--- config.mk ---
export PLATFORM = sky130hd
export DESIGN_NAME = dbus_arbiter
export DESIGN_NICKNAME = d
export VERILOG_FILES = /design/src/rtl/dbus_arbiter.sv
export SDC_FILE = /design/constraint.sdc
export NUM_CORES = 1
export LEC_CHECK = 0
export ABC_AREA = 1
export CAP_MARGIN = 20
export CORE_AREA = 5 5 113 115
export CTS_BUF_LIST = sky130_fd_sc_hd__clkbuf_16
export CTS_CLUSTER_DIAMETER = 80
export CTS_CLUSTER_SIZE = 10
export DETAILED_ROUTE_END_ITERATION = 8
export DIE_AREA = 0 0 118 120
export MAX_ROUTING_LAYER = met4
export PLACE_DENSITY_LB_ADDON = 0.25
export SLEW_MARGIN = 30
export SYNTH_ARGS = -nofsm -noshare
export SYNTH_HDL_FRONTEND = slang
export SYNTH_SLANG_ARGS = --single-unit
--- constraint.sdc ---
create_clock -name clk -period 3.55 [get_ports clk]
set_input_delay 0.8875 -clock clk [delete_from_list [all_inputs] [get_ports clk]]
set_output_delay 0.8875 -clock clk [all_outputs]
set_load 0.03 [all_outputs]
--- src/rtl/dbus_arbiter.sv ---
// Two-master data-bus arbiter: combinational round-robin grant, optional bus lock with
// timeout, one-cycle read-response tagging and a saturating conflict counter.
module dbus_arbiter #(
  parameter int unsigned LOCK_MAX = 16,
  parameter int unsigned CNT_W    = 16
) (
  input  logic                  clk,
  input  logic                  rst_n,
  input  logic                  m0_en,
  input  logic                  m1_en,
  input  logic                  m0_rdwr,
  input  logic                  m1_rdwr,
  input  logic [3:0]            m0_mask,
  input  logic [3:0]            m1_mask,
  input  logic [3:0][7:0]       m0_wr_data,
  input  logic [3:0][7:0]       m1_wr_data,
  input  logic [31:0]           m0_addr,
  input  logic [31:0]           m1_addr,
  input  logic                  m0_lock,
  input  logic                  m1_lock,
  output logic                  m0_gnt,
  output logic                  m1_gnt,
  output logic                  m0_rvalid,
  output logic                  m1_rvalid,
  output logic [31:0]           m_rd_data,
  output logic                  s_en,
  output logic                  s_rdwr,
  output logic [3:0]            s_mask,
  output logic [3:0][7:0]       s_wr_data,
  output logic [31:0]           s_addr,
  input  logic [31:0]           s_rd_data,
  output logic                  lock_timeout,
  output logic [CNT_W-1:0]      conflict_cnt
);

  localparam logic [7:0] LockCntMax = 8'(LOCK_MAX - 1);

  typedef enum logic [1:0] {StIdle, StLock0, StLock1} state_e;

  state_e           r_state, w_state_nxt;
  logic             r_last_gnt, w_last_gnt_nxt;
  logic [7:0]       r_lock_cnt, w_lock_cnt_nxt;
  logic             r_lock_timeout, w_lock_timeout_nxt;
  logic             r_rsp_pend, r_rsp_id;
  logic [CNT_W-1:0] r_conflict_cnt;

  logic w_gnt0, w_gnt1, w_accept, w_sel, w_sel_lock, w_own, w_own_lock;

  // Grants are gated by rst_n so nothing is accepted while reset is held.
  always_comb begin
    w_gnt0 = 1'b0;
    w_gnt1 = 1'b0;
    unique case (r_state)
      StLock0: w_gnt0 = m0_en;
      StLock1: w_gnt1 = m1_en;
      default: begin
        if (m0_en && m1_en) begin
          w_gnt0 = r_last_gnt;
          w_gnt1 = ~r_last_gnt;
        end else begin
          w_gnt0 = m0_en;
          w_gnt1 = m1_en;
        end
      end
    endcase
    if (!rst_n) begin
      w_gnt0 = 1'b0;
      w_gnt1 = 1'b0;
    end
  end

  assign w_accept   = w_gnt0 | w_gnt1;
  assign w_sel      = w_gnt1;
  assign w_sel_lock = w_sel ? m1_lock : m0_lock;
  assign w_own      = (r_state == StLock1);
  assign w_own_lock = w_own ? m1_lock : m0_lock;

  assign m0_gnt    = w_gnt0;
  assign m1_gnt    = w_gnt1;
  assign s_en      = w_accept;
  assign s_rdwr    = w_sel ? m1_rdwr    : m0_rdwr;
  assign s_mask    = w_sel ? m1_mask    : m0_mask;
  assign s_wr_data = w_sel ? m1_wr_data : m0_wr_data;
  assign s_addr    = w_sel ? m1_addr    : m0_addr;

  assign m0_rvalid    = r_rsp_pend & ~r_rsp_id;
  assign m1_rvalid    = r_rsp_pend & r_rsp_id;
  assign m_rd_data    = s_rd_data;
  assign lock_timeout = r_lock_timeout;
  assign conflict_cnt = r_conflict_cnt;

  always_comb begin
    w_state_nxt        = r_state;
    w_lock_cnt_nxt     = r_lock_cnt;
    w_lock_timeout_nxt = 1'b0;
    w_last_gnt_nxt     = w_accept ? w_sel : r_last_gnt;
    unique case (r_state)
      StLock0, StLock1: begin
        if (r_lock_cnt == LockCntMax) begin
          // Forced release hands the next conflict to the other master.
          w_state_nxt        = StIdle;
          w_lock_cnt_nxt     = 8'd0;
          w_last_gnt_nxt     = w_own;
          w_lock_timeout_nxt = 1'b1;
        end else if (!w_own_lock) begin
          w_state_nxt    = StIdle;
          w_lock_cnt_nxt = 8'd0;
        end else begin
          w_lock_cnt_nxt = r_lock_cnt + 8'd1;
        end
      end
      default: begin
        if (w_accept && w_sel_lock) begin
          w_state_nxt    = w_sel ? StLock1 : StLock0;
          w_lock_cnt_nxt = 8'd0;
        end
      end
    endcase
  end

  always_ff @(posedge clk or negedge rst_n) begin
    if (!rst_n) begin
      r_state        <= StIdle;
      r_last_gnt     <= 1'b1;
      r_lock_cnt     <= 8'd0;
      r_lock_timeout <= 1'b0;
      r_rsp_pend     <= 1'b0;
      r_rsp_id       <= 1'b0;
      r_conflict_cnt <= '0;
    end else begin
      r_state        <= w_state_nxt;
      r_last_gnt     <= w_last_gnt_nxt;
      r_lock_cnt     <= w_lock_cnt_nxt;
      r_lock_timeout <= w_lock_timeout_nxt;
      r_rsp_pend     <= w_accept & ~s_rdwr;
      r_rsp_id       <= w_sel;
      if (m0_en && m1_en && (r_conflict_cnt != '1)) begin
        r_conflict_cnt <= r_conflict_cnt + CNT_W'(1);
      end
    end
  end

endmodule

==> flow_summary.yaml <==
status:
  status: "finished clean"
worst_setup_path:
  cp_slowest_cell: "clkdlybuf4s50_1"
  start_kind: "input port"
  reg2reg_depth: 10
  cpPeakStageDelay_ns: 0.52
  cp.required_ns: 2.66
  cpLargestDelayFamily: "buffers and inverters"
  crit_type: "in2out"
  crit_start: "rst_n"
  worst-path-max-fanout: 14
  crit_top_cell: "nand2_1"
  crit_chain: "clkdlybuf4s50_1 -> nand2_1 -> nor2_1 -> nand2_2 -> inv_2 -> buf_4 -> nand2_1 -> nand2_1 -> buf_12"
  reg2reg_from: "r_state[0]"
  crit_buf_inv: 4
  arrival_ns: 2.54
  cp-end-kind: "primary output"
  reg2reg_slack_ns: 1.21
  r2r-end: "r_lock_cnt[7]"
timing:
  finalSetupViolations: 0
  worst_pin_slew_ns: 0.507
  grt_setup_unrepaired: "no"
  hold_viol_final: 0
  relSlewSlack: 0.662
  timing.final.crit_period_ns: 3.43
  skew_ns: 0.00846
  period_share: 0.966
  fmax_mhz: 292
  tns_ns: 0
  fin_ws_ns: 0.120
  slew_viol_final: 0
cells_and_area:
  nets: 876
  drive_gt1_frac: 0.136
  antenna_cells: 0
  syn_to_final_growth_pct: 86.4
clock_network:
  numCtsBuffers: 5
  clk_pin_slew_ns: 0.05
  cts_tree: "built"
  cts.path.max_buffers: 2
  clock_latency_ns: 0.27
  htree_levels: 2
  clock-sinks: 30
  clockRootBuffer: "clkbuf_16"
pwr:
  p_per_area_nw_per_um2: 501
  p_leak_nw: 2.69
  total_power_w: 0.00270
  ir_drop_mv: 0.312
synth:
  synth.area.mux_share: 0
  synth_top_family_by_area: "simple AND/OR/NAND/NOR gates"
  yosys.area.top_type_share: 0.395
  synth-xor-area-share: 0.0394
  synthCells: 499
  synthesis.nets: 679
  ys_seq_area_frac: 0.260
  synth.distinct_cells: 23
  synthAdderAreaFrac: 0.0173
  yosys.area_share.simple: 0.492
  synth.cell_area_sq_um: 2890
  yosys.area.top_type: "nand2_1"
  yosysWarnings: 0
  syn_avg_cell_area_sq_um: 5.79
  synth-compound-area-share: 0.0282
  ys_top_cells_by_area: "nand2_1 40%, dfrtp_1 25%, buf_4 10%"
  ys_seq_elements: 30
global_routing:
  grt_pass1_wl_mm: 19.2
  grt_pass1_vias: 3740
  grt_max_degree: 75
  grt_remaining_overflow: 0
  grt_usage: 0.173
  antenna_found_initial: 0
detailed_routing:
  wire_per_inst_um: 15.1
  drt_iter0_drc: 179
  antenna_left: 0
  drcViolationCount: 0
  drt_first_pass_iters: 4
  via_count: 3740
  wirelength_mm: 12.8
  vias_per_cell: 4.43
die:
  coreArea_sq_um: 11700
  ios: 299
  initial_utilization: 0.247
  fp.dieH_um: 120
  rows: 40
  die_width_um: 118
  dieArea_sq_um: 14200
place:
  pre_cts_slack_ns: -0.00727
  hpwlAfterDp_mm: 11.0
  io_buffers: 234
  place_congestion: 0.893
min_path:
  hold_path.class: "reg2reg"
  hold_end: "r_state[0]"
  hold_path_depth: 2
  min_from: "r_state[0]"
job:
  cap_violations: 0
## state kept, by name, summed over array words and instances (netlist names)
register and cells:
r_rsp_pend 1, lock_timeout 1, r_lock_cnt 8, r_rsp_id 1, conflict_cnt 16, r_state 2, r_last_gnt 1
## stage by stage
step	area (sq um)	hold slack, ns	instances	utilization
2_1_floorplan	2890	0.467	499	-
3_3_place_gp	5240	0.485	836	0.447
3_5_place_dp	5240	0.496	836	0.447
4_1_cts	5380	0.507	844	0.459
5_1_grt	5380	0.547	844	0.460
6_report	5380	0.506	844	0.460
## per-layer routing
layer | share of wire | track usage | wire (um) | vias to the layer above
met3 | 0.080 | 0.0542 | 1030 | 16
met5 | 0 | - | 0 | -
met4 | 0.020 | 0.0387 | 250 | 0
met1 | 0.33 | 0.164 | 4230 | 1680
met2 | 0.57 | 0.341 | 7280 | 168
li1 | - | - | - | 1876
## worst max path at each step
stage                          to  slack, ns  cells past startpoint
floorplan              s_addr[22]       0.86                      7
global placement    s_wr_data[30]      -0.02                      7
detailed placement  s_wr_data[26]     -0.007                      7
CTS                  s_wr_data[9]       0.12                      9
global route        s_wr_data[25]       0.02                      9
finish               s_wr_data[9]       0.12                      9
## Yosys cell counts
cell / number
buf_2: 9
nand2_2: 3
a21oi_1: 4
nand4_1: 7
dfstp_2: 1
nor2_1: 27
nor3_1: 1
nand3_4: 1
nand3_2: 1
o21ai_0: 11
nand3_1: 14
buf_4: 40
inv_2: 1
nor2_2: 2
xor2_1: 3
buf_12: 1
dfrtp_1: 29
xnor2_1: 10
ha_1: 4
inv_1: 24
nand2_1: 304
buf_6: 1
a31oi_1: 1
## cell usage in the layout, fill, tap and decap left out, types with 2 or more instances in the layout
master             n
nand2_1          303
xnor2_1           10
dfrtp_1           29
a21oi_1            4
nor2_2             2
nor2_1            27
buf_6              2
clkbuf_16          5
clkdlybuf4s50_1  162
nand3_1           14
xor2_1             3
ha_1               4
nand4_1            7
inv_1             25
nand2_2            4
buf_4             51
buf_12            26
o21ai_0           11
## timing repair
action / 4_1_cts / 5_1_grt
setup buffers: 0 / 0
setup endpoints to repair: 3 / 1
resized for setup: 1 / 1
hold endpoints to repair: 0 / 0
hold buffers: 0 / 0
## cells by family (layout without fill, tap and decap cells)
logic type / Yosys count / count (layout)
xor gates and xnor gates: 13 / 13
adders and majority gates: 4 / 4
AOI/OAI and AO/OA: 16 / 16
buffers and inverters: 76 / 274
and+or+nand+nor: 360 / 360
DFF: 30 / 30
## power breakdown
| part | internal (W) | leakage [nW] | switching [W] |
|---|---|---|---|
| sequential | 0.000399 | 0.406 | 0.0000557 |
| clock | 0.000252 | 0.0724 | 0.000141 |
| combinational | 0.000783 | 2.21 | 0.00107 |
## cell type report
type | instances | area [sq um]
flip-flops and latches | 30 | 752
clock buffers | 5 | 125
clock inverters | 3 | 12.5
inverters | 25 | 93.8
multi-input cells | 393 | 1670
well taps | 147 | 184
fillers | 1225 | 6330
repair buffers | 241 | 2550
## worst reg2reg max path, stage by stage (launching register included)
cell and delay [ns]:
dfrtp_1 0.36, inv_1 0.05, ha_1 0.40, nor2_1 0.16, nor2_1 0.08, nand2_2 0.08, buf_6 0.40, nand3_1 0.23
nand2_1 0.29, nand2_1 0.09, o21ai_0 0.10
Power figures use the tool's default switching activity.
